[src/rtl/fp_pkg.sv]
// Shared single-precision constants, rounding-mode encodings and the unpacked-operand
// type used by the FPU conversion and arithmetic blocks.
package fp_pkg;

    localparam int unsigned FP_BIAS   = 127;
    localparam int unsigned FP_EXP_W  = 8;
    localparam int unsigned FP_FRAC_W = 23;
    localparam int unsigned FP_SIG_W  = FP_FRAC_W + 1;

    typedef enum logic [1:0] {
        RM_RNE = 2'b00,
        RM_RTZ = 2'b01,
        RM_RDN = 2'b10,
        RM_RUP = 2'b11
    } rm_e;

    localparam logic [31:0] INT_MAX = 32'h7FFF_FFFF;
    localparam logic [31:0] INT_MIN = 32'h8000_0000;

    typedef struct packed {
        logic                sign;
        logic [FP_EXP_W-1:0] exp;
        logic [FP_SIG_W-1:0] sig;
        logic                is_nan;
        logic                is_inf;
        logic                is_zero;
    } fp_unpacked_t;

endpackage

[src/rtl/fp_unpack.sv]
// Combinational split of a single-precision word into sign, exponent and significand
// (hidden bit restored for normals) plus NaN/Inf/zero classification.
module fp_unpack
    import fp_pkg::*;
(
    input  logic [31:0]  fp_i,
    output fp_unpacked_t op_o
);

    logic [FP_EXP_W-1:0]  exp_w;
    logic [FP_FRAC_W-1:0] frac_w;

    assign exp_w  = fp_i[30:23];
    assign frac_w = fp_i[22:0];

    always_comb begin
        op_o.sign    = fp_i[31];
        op_o.exp     = exp_w;
        op_o.sig     = {|exp_w, frac_w};
        op_o.is_nan  = (&exp_w) & (|frac_w);
        op_o.is_inf  = (&exp_w) & ~(|frac_w);
        op_o.is_zero = ~(|fp_i[30:0]);
    end

endmodule

[src/rtl/fp_to_int.sv]
// Single-precision to signed 32-bit integer converter: 3-stage valid/ready pipeline
// (unpack, align, round/negate) with rounding-mode select and saturation.
module fp_to_int
    import fp_pkg::*;
#(
    parameter logic [31:0] RESET_OUT = 32'h0000_0000
) (
    input  logic        clk_i,
    input  logic        reset_ni,
    input  logic        in_valid_i,
    output logic        in_ready_o,
    input  logic [31:0] fp_i,
    input  logic [1:0]  rm_i,
    output logic        out_valid_o,
    input  logic        out_ready_i,
    output logic [31:0] int_o,
    output logic        invalid_o,
    output logic        inexact_o
);

    fp_unpacked_t unp_w;
    fp_unpack u_unpack (.fp_i(fp_i), .op_o(unp_w));

    logic         s1_valid_q;
    fp_unpacked_t s1_op_q;
    rm_e          s1_rm_q;

    logic         s2_valid_q, s2_sign_q, s2_guard_q, s2_sticky_q, s2_sat_q, s2_inv_q;
    rm_e          s2_rm_q;
    logic [31:0]  s2_mag_q, s2_satval_q;

    logic         out_valid_q, invalid_q, inexact_q;
    logic [31:0]  int_q;

    // A stage may load whenever it is empty or its contents move on this cycle.
    logic ld1, ld2, ld3;
    assign ld3        = !out_valid_q || out_ready_i;
    assign ld2        = !s2_valid_q || ld3;
    assign ld1        = !s1_valid_q || ld2;
    assign in_ready_o = ld1;

    logic signed [9:0] e_w;
    logic [47:0]       ext_w;
    logic [31:0]       s2_mag_d, s2_satval_d;
    logic              s2_guard_d, s2_sticky_d, s2_sat_d, s2_inv_d;

    assign e_w = $signed({2'b00, s1_op_q.exp}) - $signed(10'(FP_BIAS));

    always_comb begin
        s2_mag_d    = '0;
        s2_guard_d  = 1'b0;
        s2_sticky_d = 1'b0;
        s2_sat_d    = 1'b0;
        s2_inv_d    = 1'b0;
        s2_satval_d = INT_MAX;
        ext_w       = '0;
        if (s1_op_q.is_nan) begin
            s2_sat_d = 1'b1;
            s2_inv_d = 1'b1;
        end else if (e_w >= 10'sd31) begin
            s2_sat_d    = 1'b1;
            s2_satval_d = s1_op_q.sign ? INT_MIN : INT_MAX;
            // -2^31 is the one e >= 31 value that is representable.
            s2_inv_d    = !(s1_op_q.sign && s1_op_q.exp == 8'd158 && s1_op_q.sig[22:0] == '0);
        end else if (e_w >= 10'sd23) begin
            s2_mag_d = {8'b0, s1_op_q.sig} << 3'(e_w - 10'sd23);
        end else if (e_w >= 10'sd0) begin
            ext_w       = {s1_op_q.sig, 24'b0} >> 5'(10'sd23 - e_w);
            s2_mag_d    = {8'b0, ext_w[47:24]};
            s2_guard_d  = ext_w[23];
            s2_sticky_d = |ext_w[22:0];
        end else begin
            s2_guard_d  = (e_w == -10'sd1);
            s2_sticky_d = (e_w == -10'sd1) ? |s1_op_q.sig[22:0] : |s1_op_q.sig;
        end
    end

    logic        inc_w, lost_w;
    logic [31:0] rounded_w, int_d;

    assign lost_w    = s2_guard_q | s2_sticky_q;
    assign rounded_w = s2_mag_q + {31'b0, inc_w};

    always_comb begin
        case (s2_rm_q)
            RM_RNE:  inc_w = s2_guard_q & (s2_sticky_q | s2_mag_q[0]);
            RM_RTZ:  inc_w = 1'b0;
            RM_RDN:  inc_w = s2_sign_q & lost_w;
            RM_RUP:  inc_w = ~s2_sign_q & lost_w;
            default: inc_w = 1'b0;
        endcase
        if (s2_sat_q)
            int_d = s2_satval_q;
        else
            int_d = s2_sign_q ? (32'd0 - rounded_w) : rounded_w;
    end

    always_ff @(posedge clk_i or negedge reset_ni) begin
        if (!reset_ni) begin
            s1_valid_q  <= 1'b0;
            s1_op_q     <= '0;
            s1_rm_q     <= RM_RNE;
            s2_valid_q  <= 1'b0;
            s2_sign_q   <= 1'b0;
            s2_guard_q  <= 1'b0;
            s2_sticky_q <= 1'b0;
            s2_sat_q    <= 1'b0;
            s2_inv_q    <= 1'b0;
            s2_rm_q     <= RM_RNE;
            s2_mag_q    <= '0;
            s2_satval_q <= '0;
            out_valid_q <= 1'b0;
            int_q       <= RESET_OUT;
            invalid_q   <= 1'b0;
            inexact_q   <= 1'b0;
        end else begin
            if (ld1) begin
                s1_valid_q <= in_valid_i;
                if (in_valid_i) begin
                    s1_op_q <= unp_w;
                    s1_rm_q <= rm_e'(rm_i);
                end
            end
            if (ld2) begin
                s2_valid_q <= s1_valid_q;
                if (s1_valid_q) begin
                    s2_sign_q   <= s1_op_q.sign;
                    s2_rm_q     <= s1_rm_q;
                    s2_mag_q    <= s2_mag_d;
                    s2_guard_q  <= s2_guard_d;
                    s2_sticky_q <= s2_sticky_d;
                    s2_sat_q    <= s2_sat_d;
                    s2_inv_q    <= s2_inv_d;
                    s2_satval_q <= s2_satval_d;
                end
            end
            if (ld3) begin
                out_valid_q <= s2_valid_q;
                if (s2_valid_q) begin
                    int_q     <= int_d;
                    invalid_q <= s2_sat_q & s2_inv_q;
                    inexact_q <= !s2_sat_q && lost_w;
                end
            end
        end
    end

    assign out_valid_o = out_valid_q;
    assign int_o       = int_q;
    assign invalid_o   = invalid_q;
    assign inexact_o   = inexact_q;

endmodule

[config.mk]
export PLATFORM = sky130hd
export DESIGN_NAME = fp_to_int
export DESIGN_NICKNAME = d
export VERILOG_FILES = /design/src/rtl/fp_pkg.sv /design/src/rtl/fp_unpack.sv /design/src/rtl/fp_to_int.sv
export SDC_FILE = /design/constraint.sdc
export NUM_CORES = 1
export LEC_CHECK = 0
export CAP_MARGIN = 0
export CORE_UTILIZATION = 50
export DETAILED_ROUTE_END_ITERATION = 10
export PLACE_DENSITY_LB_ADDON = 0.3
export SLEW_MARGIN = 20
export SYNTH_ARGS = -nofsm -noshare
export SYNTH_HDL_FRONTEND = slang
export SYNTH_SLANG_ARGS = --single-unit
[constraint.sdc]
create_clock -name clk_i -period 13.5 [get_ports clk_i]
set_clock_uncertainty 0.15 [all_clocks]
set_input_delay 2.7 -clock clk_i [delete_from_list [all_inputs] [get_ports clk_i]]
set_output_delay 2.7 -clock clk_i [all_outputs]
set_load 0.005 [all_outputs]
==> impl_metrics.ini <==
[layout]
seq_area_um2 = 2829
drive_above_1_share_pct = 13.68
multiInputGateArea_um2 = 5892
diodes = 0
final_area_um2 = 10470
n_fill_cell = 1624
syn_to_final_growth_pct = 14.72
fin_nets = 1078
fin_cells = 1274

[sta]
tns_ps = 0
post-route-period-util_pct = 49.83
period_minus_slack_ps = 6726
report.final.slew_viol_count = 0
relSlewSlack_pct = 42.34
whs_ps = 319.0
hold_viol = 0
rsz0062_at_grt = false
setup_viol = 0
tightest_slew_ps = 864.8
max_freq_ghz = 0.1487

[die]
dieArea_um2 = 18800
boundaryPins = 74
initial_core_util_pct = 50.99
fp.dieW_um = 137.1
core_um2 = 17900
rows = 49
die-height_um = 137.1

[worst_setup_path]
crit_slowest_cell = clkdlybuf4s50_1
path_max_fanout = 3
critPathMaxStageDelay_ps = 470
start_kind = input port
arrival_ps = 3880
worstReg2RegStart = s2_rm_q[1]
cp-startpoint = out_ready_i
critPathRequiredTime_ps = 10650
crit_cells = 4
r2r.worst_path.cells = 14
path_buf_inv = 2
path_cells = clkdlybuf4s50_1 -> nor2b_1 -> nand3_1 -> clkdlybuf4s50_1
crit_path_end_kind = primary output
path_class = in2out
crit_end = in_ready_o
worst_path_most_repeated_cell = clkdlybuf4s50_1
r2r_end = int_o[28]
cp_top_family = buffers and inverters
r2r_slack_ps = 8470

[route]
firstDrtPassIters = 6
drc_errors = 0
totalWireLength_mm = 24.34
ant_nets = 0
drtIter0Drc = 552
viasPerCell = 6.334
vias = 8070
wl_per_cell_um = 19.10

[global_route]
grt_max_degree = 70
grt_pass1_vias = 7427
antenna_found_initial = 0
grt_overflow = 0
gr-usage-all-layers_pct = 27.43
grt_pass1_wl_mm = 39.72

[yosys]
ys_seq_elements = 113
syn_area_per_cell_um2 = 8.984
netlist_instances = 1016
ys.flop_type = dfrtp_1
syn_area_um2 = 9128
synth_nets = 1062
synth-edff-count = 0
ys.warnings.count = 0
yosysUniqueCellTypes = 81
async_flop_share_pct = 100.0
yosysSeqAreaShare_pct = 30.98

[clock_tree]
clk_pin_slew_ps = 50
clock_path_buffers = 2
root_buffer = clkbuf_16
insertion_delay_ps = 420
htreeDepth = 4
cts_hold_buf = 0
cts_tree = yes
post-cts-setup-buffers = 0
cts_sinks = 113
cts-resized-gates = 0
cts_made_buffers = 17

[power]
power_frac_clock_pct = 22.9
p_leak_nw = 4.127
power_density_nw_per_um2 = 189.8
power.switching_mw = 0.7965
swShare_pct = 40.09
ir_drop_mv = 0.1235
pwr-share-seq_pct = 28.0
p_int_mw = 1.191
p_comb_share_pct = 49.1

[placed_design]
placed_cell_area_um2 = 9882
hpwl_mm = 17.84
port_buffers = 73
place.gp.congestion = 0.9664
placed_cells = 1242

[run_status]
status = complete, no violations

[worst_hold_path]
min_path_type = reg2reg

[job]
drv_cap = 0
==> registers in the layout (all words and copies together), names as in the netlist <==
signal and count:
s2_mag_q 31, invalid_o 1, out_valid_o 1, s2_inv_q 1
s2_sticky_q 1, inexact_o 1, int_o 32, s2_sign_q 1
s1_rm_q 2, s2_guard_q 1, s2_satval_q 2, s2_sat_q 1
s1_op_q 34, s2_rm_q 2, s2_valid_q 1, s1_valid_q 1
==> placed cells by master, fill, tap and decap left out, types with 7 or more instances in the layout <==
master,synthesis,layout
o211ai_1,8,8
mux2_2,42,42
o21a_1,9,9
nand2_1,115,115
mux4_2,33,33
xor2_1,16,15
and2_1,9,9
clkbuf_16,0,17
mux2i_1,49,49
a21oi_1,46,46
a31oi_1,11,11
and3_1,16,16
o21ai_0,58,58
xnor2_1,41,41
nor3_1,22,22
or3_1,9,9
clkdlybuf4s50_1,0,72
nor4_1,20,20
dfrtp_1,113,112
nor2b_1,7,7
nand4_1,17,17
nor2_1,63,63
o22ai_1,10,10
buf_4,3,14
nand2b_1,10,10
inv_1,12,12
a22o_1,12,12
a21o_1,10,10
ha_1,8,7
a211oi_1,9,9
nand3_1,36,36
==> power groups by stage <==
stage / Clock, mW / Combinational [mW] / Sequential, mW
3_5_place_dp: 0 / 0.961 / 0.560
4_1_cts: 0.461 / 0.968 / 0.555
3_3_place_gp: 0 / 0.955 / 0.554
2_1_floorplan: 0 / 0.727 / 0.499
6_report: 0.456 / 0.975 / 0.556
5_1_grt: 0.479 / 1.07 / 0.574
==> Yosys cell counts (20+ instances only) <==
master    number  area (um^2)
nand3_1       36        180.2
mux2_2        42        473.0
mux4_2        33        743.2
dfrtp_1      113         2828
nor2_1        63        236.5
xnor2_1       41        359.1
mux2i_1       49        490.5
clkbuf_1      61        229.0
o21ai_0       58        290.3
nor4_1        20        125.1
a21oi_1       46        230.2
nor3_1        22        110.1
nand2_1      115        431.7
==> worst min-delay path by stage <==
stage	from	endpoint	slack [ps]	cells past startpoint
floorplan	s1_op_q[2]	s1_op_q[2]	290	2
CTS	invalid_o	invalid_o	330	2
global placement	invalid_o	invalid_o	300	2
finish	invalid_o	invalid_o	320	2
global route	int_o[4]	int_o[4]	360	1
detailed placement	invalid_o	invalid_o	320	2
==> routing by layer <==
layer	share of wire, %	track usage [%]	vias to the layer above
met4	3.2	11.54	0
met1	44	36.70	3877
li1	-	-	3846
met3	4.6	4.222	63
met5	0	0	-
met2	48	44.08	284
==> worst reg2reg max path: stages, from the launching register on <==
cell and delay, ps:
dfrtp_1 430, nor2b_1 170, xnor2_1 180, o21ai_0 120, a21oi_1 170, ha_1 350, ha_1 390, nand3_1 370
or4_1 700, or3_1 390, xnor2_1 180, or4_4 450, or4b_1 500, mux2_4 310, o21ai_2 100
==> metrics by stage <==
stage	total power, mW	util, %	setup slack, ps
floorplan	1.226	-	7699
global placement	1.510	55.20	6755
detailed placement	1.521	55.20	6772
CTS	1.984	58.49	6761
global route	2.119	58.49	6671
finish	1.987	58.49	6774
==> final cells by class <==
type | instances | area share (%)
Tap cell | 229 | 2.736
Inverter | 13 | 0.4660
Sequential cell | 113 | 27.02
Clock inverter | 10 | 1.290
Timing Repair Buffer | 86 | 7.886
Clock buffer | 22 | 4.337
Multi-Input combinational cell | 801 | 56.27
==> cells by family after synthesis <==
group / Yosys count / synth area share [%]
buffers and inverters: 102 / 4.578
AOI/OAI and AO/OA: 246 / 18.25
adders and majority gates: 8 / 1.097
muxes: 125 / 18.86
and+or+nand+nor: 365 / 20.77
DFF: 113 / 30.98
xor gates and xnor gates: 57 / 5.469
Note: power is estimated with default switching activity, not from simulation.
